$ cat src/rtl/id_stage_pipe.sv
// id_stage_pipe: ARM-style decode stage with register file, RAW hazard stall and a
// one-entry valid/ready output register. Optional macro: ID_STAGE_WB_BYPASS_EN.
module id_stage_pipe #(
    parameter int DATA_W = 32,
    parameter int REG_W  = 4
) (
    input  logic              clk,
    input  logic              rst,
    input  logic              in_valid,
    output logic              in_ready,
    input  logic [31:0]       instruction,
    input  logic [DATA_W-1:0] pc_in,
    output logic              out_valid,
    input  logic              out_ready,
    input  logic              flush,
    input  logic [3:0]        sr,
    input  logic              wb_en_in,
    input  logic [REG_W-1:0]  wb_dest,
    input  logic [DATA_W-1:0] wb_value,
    input  logic              exe_wb_en,
    input  logic              mem_wb_en,
    input  logic [REG_W-1:0]  exe_dest,
    input  logic [REG_W-1:0]  mem_dest,
    output logic              wb_en,
    output logic              mem_r_en,
    output logic              mem_w_en,
    output logic              b,
    output logic              s,
    output logic              imm,
    output logic              two_src,
    output logic [3:0]        exe_cmd,
    output logic [REG_W-1:0]  dest,
    output logic [REG_W-1:0]  src1,
    output logic [REG_W-1:0]  src2,
    output logic [11:0]       shift_operand,
    output logic [23:0]       signed_imm_24,
    output logic [DATA_W-1:0] val_rn,
    output logic [DATA_W-1:0] val_rm,
    output logic [DATA_W-1:0] pc_out
);

    // Handshake: a beat moves on a rising edge where valid and ready are both high;
    // the sender holds its payload stable until then. A flush makes in_ready high
    // so the upstream beat is consumed and dropped.

    localparam int NREGS = 2 ** REG_W;

    logic [DATA_W-1:0] regs [NREGS];

    logic [3:0]        cond;
    logic [1:0]        mode;
    logic              imm_bit;
    logic [3:0]        opcode;
    logic              s_in;
    logic              store;
    logic [REG_W-1:0]  d_dest;
    logic [REG_W-1:0]  d_src1;
    logic [REG_W-1:0]  d_src2;
    logic              d_two_src;
    logic [3:0]        d_exe_cmd;
    logic              d_wb_en;
    logic              d_mem_r_en;
    logic              d_mem_w_en;
    logic              d_b;
    logic              d_s;
    logic              cond_ok;
    logic              n_flag;
    logic              z_flag;
    logic              c_flag;
    logic              v_flag;
    logic              src1_busy;
    logic              src2_busy;
    logic              hazard;
    logic              out_free;
    logic [DATA_W-1:0] rn_value;
    logic [DATA_W-1:0] rm_value;

    function automatic logic [REG_W-1:0] reg_idx(input logic [3:0] field);
        return REG_W'(field);
    endfunction

    // Field extraction
    assign cond    = instruction[31:28];
    assign mode    = instruction[27:26];
    assign imm_bit = instruction[25];
    assign opcode  = instruction[24:21];
    assign s_in    = instruction[20];

    assign store     = (mode == 2'b01) && !s_in;
    assign d_src1    = reg_idx(instruction[19:16]);
    assign d_dest    = reg_idx(instruction[15:12]);
    assign d_src2    = store ? d_dest : reg_idx(instruction[3:0]);
    assign d_two_src = !imm_bit || store;

    always_comb begin
        d_exe_cmd  = 4'b0000;
        d_wb_en    = 1'b0;
        d_mem_r_en = 1'b0;
        d_mem_w_en = 1'b0;
        d_b        = 1'b0;
        d_s        = 1'b0;
        case (mode)
            2'b00: begin
                d_wb_en = 1'b1;
                d_s     = s_in;
                case (opcode)
                    4'b1101: d_exe_cmd = 4'b0001;
                    4'b1111: d_exe_cmd = 4'b1001;
                    4'b0100: d_exe_cmd = 4'b0010;
                    4'b0101: d_exe_cmd = 4'b0011;
                    4'b0010: d_exe_cmd = 4'b0100;
                    4'b0110: d_exe_cmd = 4'b0101;
                    4'b0000: d_exe_cmd = 4'b0110;
                    4'b1100: d_exe_cmd = 4'b0111;
                    4'b0001: d_exe_cmd = 4'b1000;
                    4'b1010: begin
                        d_exe_cmd = 4'b0100;
                        d_wb_en   = 1'b0;
                    end
                    4'b1000: begin
                        d_exe_cmd = 4'b0110;
                        d_wb_en   = 1'b0;
                    end
                    default: begin
                        // Unknown ALU opcode retires with no side effects
                        d_wb_en = 1'b0;
                        d_s     = 1'b0;
                    end
                endcase
            end
            2'b01: begin
                d_exe_cmd  = 4'b0010;
                d_mem_r_en = s_in;
                d_wb_en    = s_in;
                d_mem_w_en = !s_in;
            end
            2'b10: d_b = 1'b1;
            default: ;
        endcase
    end

    assign n_flag = sr[3];
    assign z_flag = sr[2];
    assign c_flag = sr[1];
    assign v_flag = sr[0];

    always_comb begin
        cond_ok = 1'b0;
        case (cond)
            4'b0000: cond_ok = z_flag;
            4'b0001: cond_ok = !z_flag;
            4'b0010: cond_ok = c_flag;
            4'b0011: cond_ok = !c_flag;
            4'b0100: cond_ok = n_flag;
            4'b0101: cond_ok = !n_flag;
            4'b0110: cond_ok = v_flag;
            4'b0111: cond_ok = !v_flag;
            4'b1000: cond_ok = c_flag && !z_flag;
            4'b1001: cond_ok = !c_flag || z_flag;
            4'b1010: cond_ok = (n_flag == v_flag);
            4'b1011: cond_ok = (n_flag != v_flag);
            4'b1100: cond_ok = !z_flag && (n_flag == v_flag);
            4'b1101: cond_ok = z_flag || (n_flag != v_flag);
            4'b1110: cond_ok = 1'b1;
            default: cond_ok = 1'b0;
        endcase
    end

    // Branches read no registers, so they never wait on in-flight writers
    assign src1_busy = (exe_wb_en && (exe_dest == d_src1)) || (mem_wb_en && (mem_dest == d_src1));
    assign src2_busy = (exe_wb_en && (exe_dest == d_src2)) || (mem_wb_en && (mem_dest == d_src2));
    assign hazard    = in_valid && (mode != 2'b10) && (src1_busy || (d_two_src && src2_busy));
    assign out_free  = !out_valid || out_ready;
    assign in_ready  = rst && (flush || (!hazard && out_free));

`ifdef ID_STAGE_WB_BYPASS_EN
    assign rn_value = (wb_en_in && (wb_dest == d_src1)) ? wb_value : regs[d_src1];
    assign rm_value = (wb_en_in && (wb_dest == d_src2)) ? wb_value : regs[d_src2];
`else
    assign rn_value = regs[d_src1];
    assign rm_value = regs[d_src2];
`endif

    always_ff @(posedge clk) begin
        if (!rst) begin
            for (int i = 0; i < NREGS; i++) begin
                regs[i] <= '0;
            end
        end else if (wb_en_in) begin
            regs[wb_dest] <= wb_value;
        end
    end

    always_ff @(posedge clk) begin
        if (!rst) begin
            out_valid     <= 1'b0;
            wb_en         <= 1'b0;
            mem_r_en      <= 1'b0;
            mem_w_en      <= 1'b0;
            b             <= 1'b0;
            s             <= 1'b0;
            imm           <= 1'b0;
            two_src       <= 1'b0;
            exe_cmd       <= '0;
            dest          <= '0;
            src1          <= '0;
            src2          <= '0;
            shift_operand <= '0;
            signed_imm_24 <= '0;
            val_rn        <= '0;
            val_rm        <= '0;
            pc_out        <= '0;
        end else if (flush || (out_free && (hazard || !in_valid))) begin
            out_valid <= 1'b0;
            wb_en     <= 1'b0;
            mem_r_en  <= 1'b0;
            mem_w_en  <= 1'b0;
            b         <= 1'b0;
            s         <= 1'b0;
            exe_cmd   <= '0;
        end else if (out_free) begin
            // A failed condition still retires, but with every side effect masked
            out_valid     <= 1'b1;
            wb_en         <= d_wb_en && cond_ok;
            mem_r_en      <= d_mem_r_en && cond_ok;
            mem_w_en      <= d_mem_w_en && cond_ok;
            b             <= d_b && cond_ok;
            s             <= d_s && cond_ok;
            imm           <= imm_bit;
            two_src       <= d_two_src;
            exe_cmd       <= d_exe_cmd;
            dest          <= d_dest;
            src1          <= d_src1;
            src2          <= d_src2;
            shift_operand <= instruction[11:0];
            signed_imm_24 <= instruction[23:0];
            val_rn        <= rn_value;
            val_rm        <= rm_value;
            pc_out        <= pc_in;
        end
    end

endmodule

$ cat config.mk
export PLATFORM = sky130hd
export DESIGN_NAME = id_stage_pipe
export DESIGN_NICKNAME = d
export VERILOG_FILES = /design/src/rtl/id_stage_pipe.sv
export SDC_FILE = /design/constraint.sdc
export NUM_CORES = 1
export LEC_CHECK = 0
export ABC_CLOCK_PERIOD_IN_PS = 4700
export BUFFER_PORTS_ARGS = -buffer_cell sky130_fd_sc_hd__buf_2
export CAP_MARGIN = 20
export CORE_UTILIZATION = 45
export CTS_CLUSTER_DIAMETER = 150
export DETAILED_ROUTE_END_ITERATION = 8
export SLEW_MARGIN = 10
export SYNTH_ARGS = -nofsm -noshare
export SYNTH_HDL_FRONTEND = slang
export SYNTH_SLANG_ARGS = --single-unit
$ cat constraint.sdc
create_clock -name clk -period 4.7 [get_ports clk]
set_input_delay 0.47 -clock clk [delete_from_list [all_inputs] [get_ports clk]]
set_output_delay 0.47 -clock clk [all_outputs]
set_load 0.03 [all_outputs]
==> flow_summary.toml <==
[sta]
clock_skew_ns = 0.0135
worst_pin_slew_ns = 1.08
rsz0062_at_grt = "false"
setup_tns_ns = 0
hold_viol_final = 0
fin_crit_ns = 3.50
worst_slack_ns = 1.20
timing.fmax_mhz = 285
slew_headroom = 0.279
slew_viol_final = 0
setup_viol = 0
min_period_over_period = 0.745

[logic_synthesis]
ys_warn_count = 0
ys_seq_area_frac = 0.497
syn_area_per_cell_sq_um = 13.3
synthMuxAreaShare = 0.269
synth_area_leader_cell = "edfxtp_1"
synthTopCellsByArea = "edfxtp_1 (42%), mux4_2 (26%), and2_1 (8.8%)"
synth_ff_type = "edfxtp_1"
synth_top_family_by_area = "multiplexers"
synthSimpleGateAreaFrac = 0.158
async_flop_share = 0
synth-compound-area-share = 0.0370
synth_xor_area_frac = 0.00529
synth_cell_types = 45
synth_fa_ha_area_frac = 0
syn_nets = 2853
synth_edf_count = 512
synthCells = 2733
yosys.area.top_type_share = 0.422
netlist_area_sq_um = 36400
synth_seq_cells = 648

[cts]
post_cts_buffers = 0
clkSlewWorstSetupHoldPaths_ns = 0.06
clk_path_buf_depth = 3
clock_latency_ns = 0.63
root_buffer = "clkbuf_16"
post_cts_resized = 0
hold_buffers = 0
cts_sinks = 648
htreeDepth = 3
numCtsBuffers = 75
cts_tree = "built"

[routing]
wl_met3_mm = 12.9
first_pass_iters = 6
drtIter0Drc = 3270
ant_nets = 0
drcViolationCount = 0
via_per_inst = 6.49
wl_per_cell_microns = 30.5
routed-via-count = 25756
maxUsedRoutingLayer = "met5"
wirelength_mm = 121
wl_met1_mm = 46.7
met2_length_mm = 57.1

[hold_path]
hp-class = "in2reg"

[die]
core_area_sq_um = 79500
die_w_microns = 287
num_rows = 103
ios = 277
die_area_sq_um = 82100
fp.dieH_microns = 287
floorplan.initialDensity = 0.458

[worst_setup_path]
critical_path_arrival_ns = 3.03
cp_slowest_stage_delay_ns = 0.69
required_ns = 4.23
crit_chain = "buf_2 -> nor3b_2 -> mux2i_1 -> xnor2_1 -> nor4_1 -> nor2_1 -> a21oi_1 -> nor2b_1 -> buf_2"
critical_path.max_fanout = 8
crit_path_start_kind = "input pin"
crit_type = "in2out"
end_kind = "output port"
cp_common_cell = "buf_2"
cp_slowest_cell = "nor4_1"

[placed_design]
hpwl_mm = 73.2
place_worst_setup_slack_ns = 1.18
portBuffers = 276
finalWeightedCongestion = 0.898

[power_and_ir_drop]
p_leak_nw = 14.8
power_density_nw_per_um2 = 362
peakVddDrop_mv = 0.259

[layout]
syn2layout_area_growth_pct = 13.8
nNetsFinal = 2972
final_cell_mix = "and2_1 (512), edfxtp_1 (512), mux4_2 (416)"
seq_area_sq_um = 18100
multi_input_area_sq_um = 17300
drive_gt1_frac = 0.312
fillers = 6650

[grt]
grt_pass1_wl_mm = 174
gr-total-overflow = 0
grt.total_usage = 0.295
grt_max_degree = 193
grt_pass1_vias = 25155
grt_antenna_before_repair = 15

[flow_run]
maxCapViolCount = 0

[run_status]
status = "finished, final reports clean"
## critical path: cells and delay by family
family / cells / cell delay [ns]
xor+xnor: 1 / 0.11
compound gates: 1 / 0.18
buf+inv: 2 / 0.33
simple gates: 4 / 1.49
mux: 1 / 0.45
## state kept, by name (all words and copies together), names as in the netlist, 3 cells and up
signal / flops
regs: 512
signed_imm_24: 7
val_rn: 32
src1: 3
shift_operand: 11
pc_out: 32
src2: 4
exe_cmd: 4
dest: 3
val_rm: 32
## stage by stage
stage	instances	hold slack (ns)	util	power, mW	area, sq um
floorplan	2733	0.566	-	8.27	36400
global placement	3825	0.433	0.489	8.97	38900
detailed placement	3825	0.439	0.489	9.02	38900
CTS	3963	0.0469	0.521	15.1	41400
global route	3964	0.0791	0.521	15.4	41400
finish	3966	0.0666	0.521	15.0	41400
## area by class of cell
| type | instances | share of cell area |
|---|---|---|
| Tap cell | 1050 | 0.0317 |
| Clock inverter | 42 | 0.0122 |
| Multi-Input combinational cell | 1781 | 0.419 |
| Sequential cell | 648 | 0.437 |
| Inverter | 6 | 0.000543 |
| Antenna cell | 3 | 0.000181 |
| Timing Repair Buffer | 340 | 0.0508 |
| Clock buffer | 96 | 0.0493 |
## cells in the mapped netlist, types with 3 or more instances
cell type / instances
edfxtp_1: 512
nor2_1: 25
xor2_1: 11
nand2_1: 333
nor3_1: 7
o211a_1: 4
nand4_1: 36
o21ai_1: 70
nor2b_1: 3
a21oi_1: 12
buf_2: 22
a32oi_1: 36
o21ai_0: 68
clkbuf_1: 209
nand3_1: 98
dfxtp_1: 136
xnor2_1: 11
mux4_2: 416
buf_1: 45
or3_1: 4
buf_4: 21
and2_1: 513
nand2b_1: 10
inv_1: 6
mux2i_1: 39
a31oi_1: 32
and3_1: 33
## metal layers
| layer | up-vias | track usage |
|---|---|---|
| met1 | 13103 | 0.403 |
| met3 | 276 | 0.0540 |
| met5 | - | 0 |
| li1 | 10653 | - |
| met2 | 1716 | 0.473 |
| met4 | 8 | 0.106 |
## path summary, 6_finish.rpt
check	startpoint	endpoint	slack, ns	depth (start not counted)
min	pc_in[22]	pc_out[22]	0.07	3
max reg2reg	out_valid	val_rn[7]	2.60	6
min reg2reg	val_rn[18]	val_rn[18]	0.44	2
max	instruction[26]	in_ready	1.20	9
## where the power goes
part / internal, mW / total, mW / switching (mW)
Sequential: 6.53 / 6.80 / 0.278
Clock: 3.64 / 6.09 / 2.45
Combinational: 0.919 / 2.11 / 1.20
Total: 11.1 / 15.0 / 3.92
## cells by family (layout without fill, tap and decap cells)
family                 Yosys count  in the layout
multiplexers                   457            457
other                            0              3
buffers and inverters          304            484
flip-flops                     648            648
AO/OA/AOI/OAI                  227            227
AND/OR/NAND/NOR               1075           1075
XOR/XNOR                        22             22
Power figures use the tool's default switching activity.
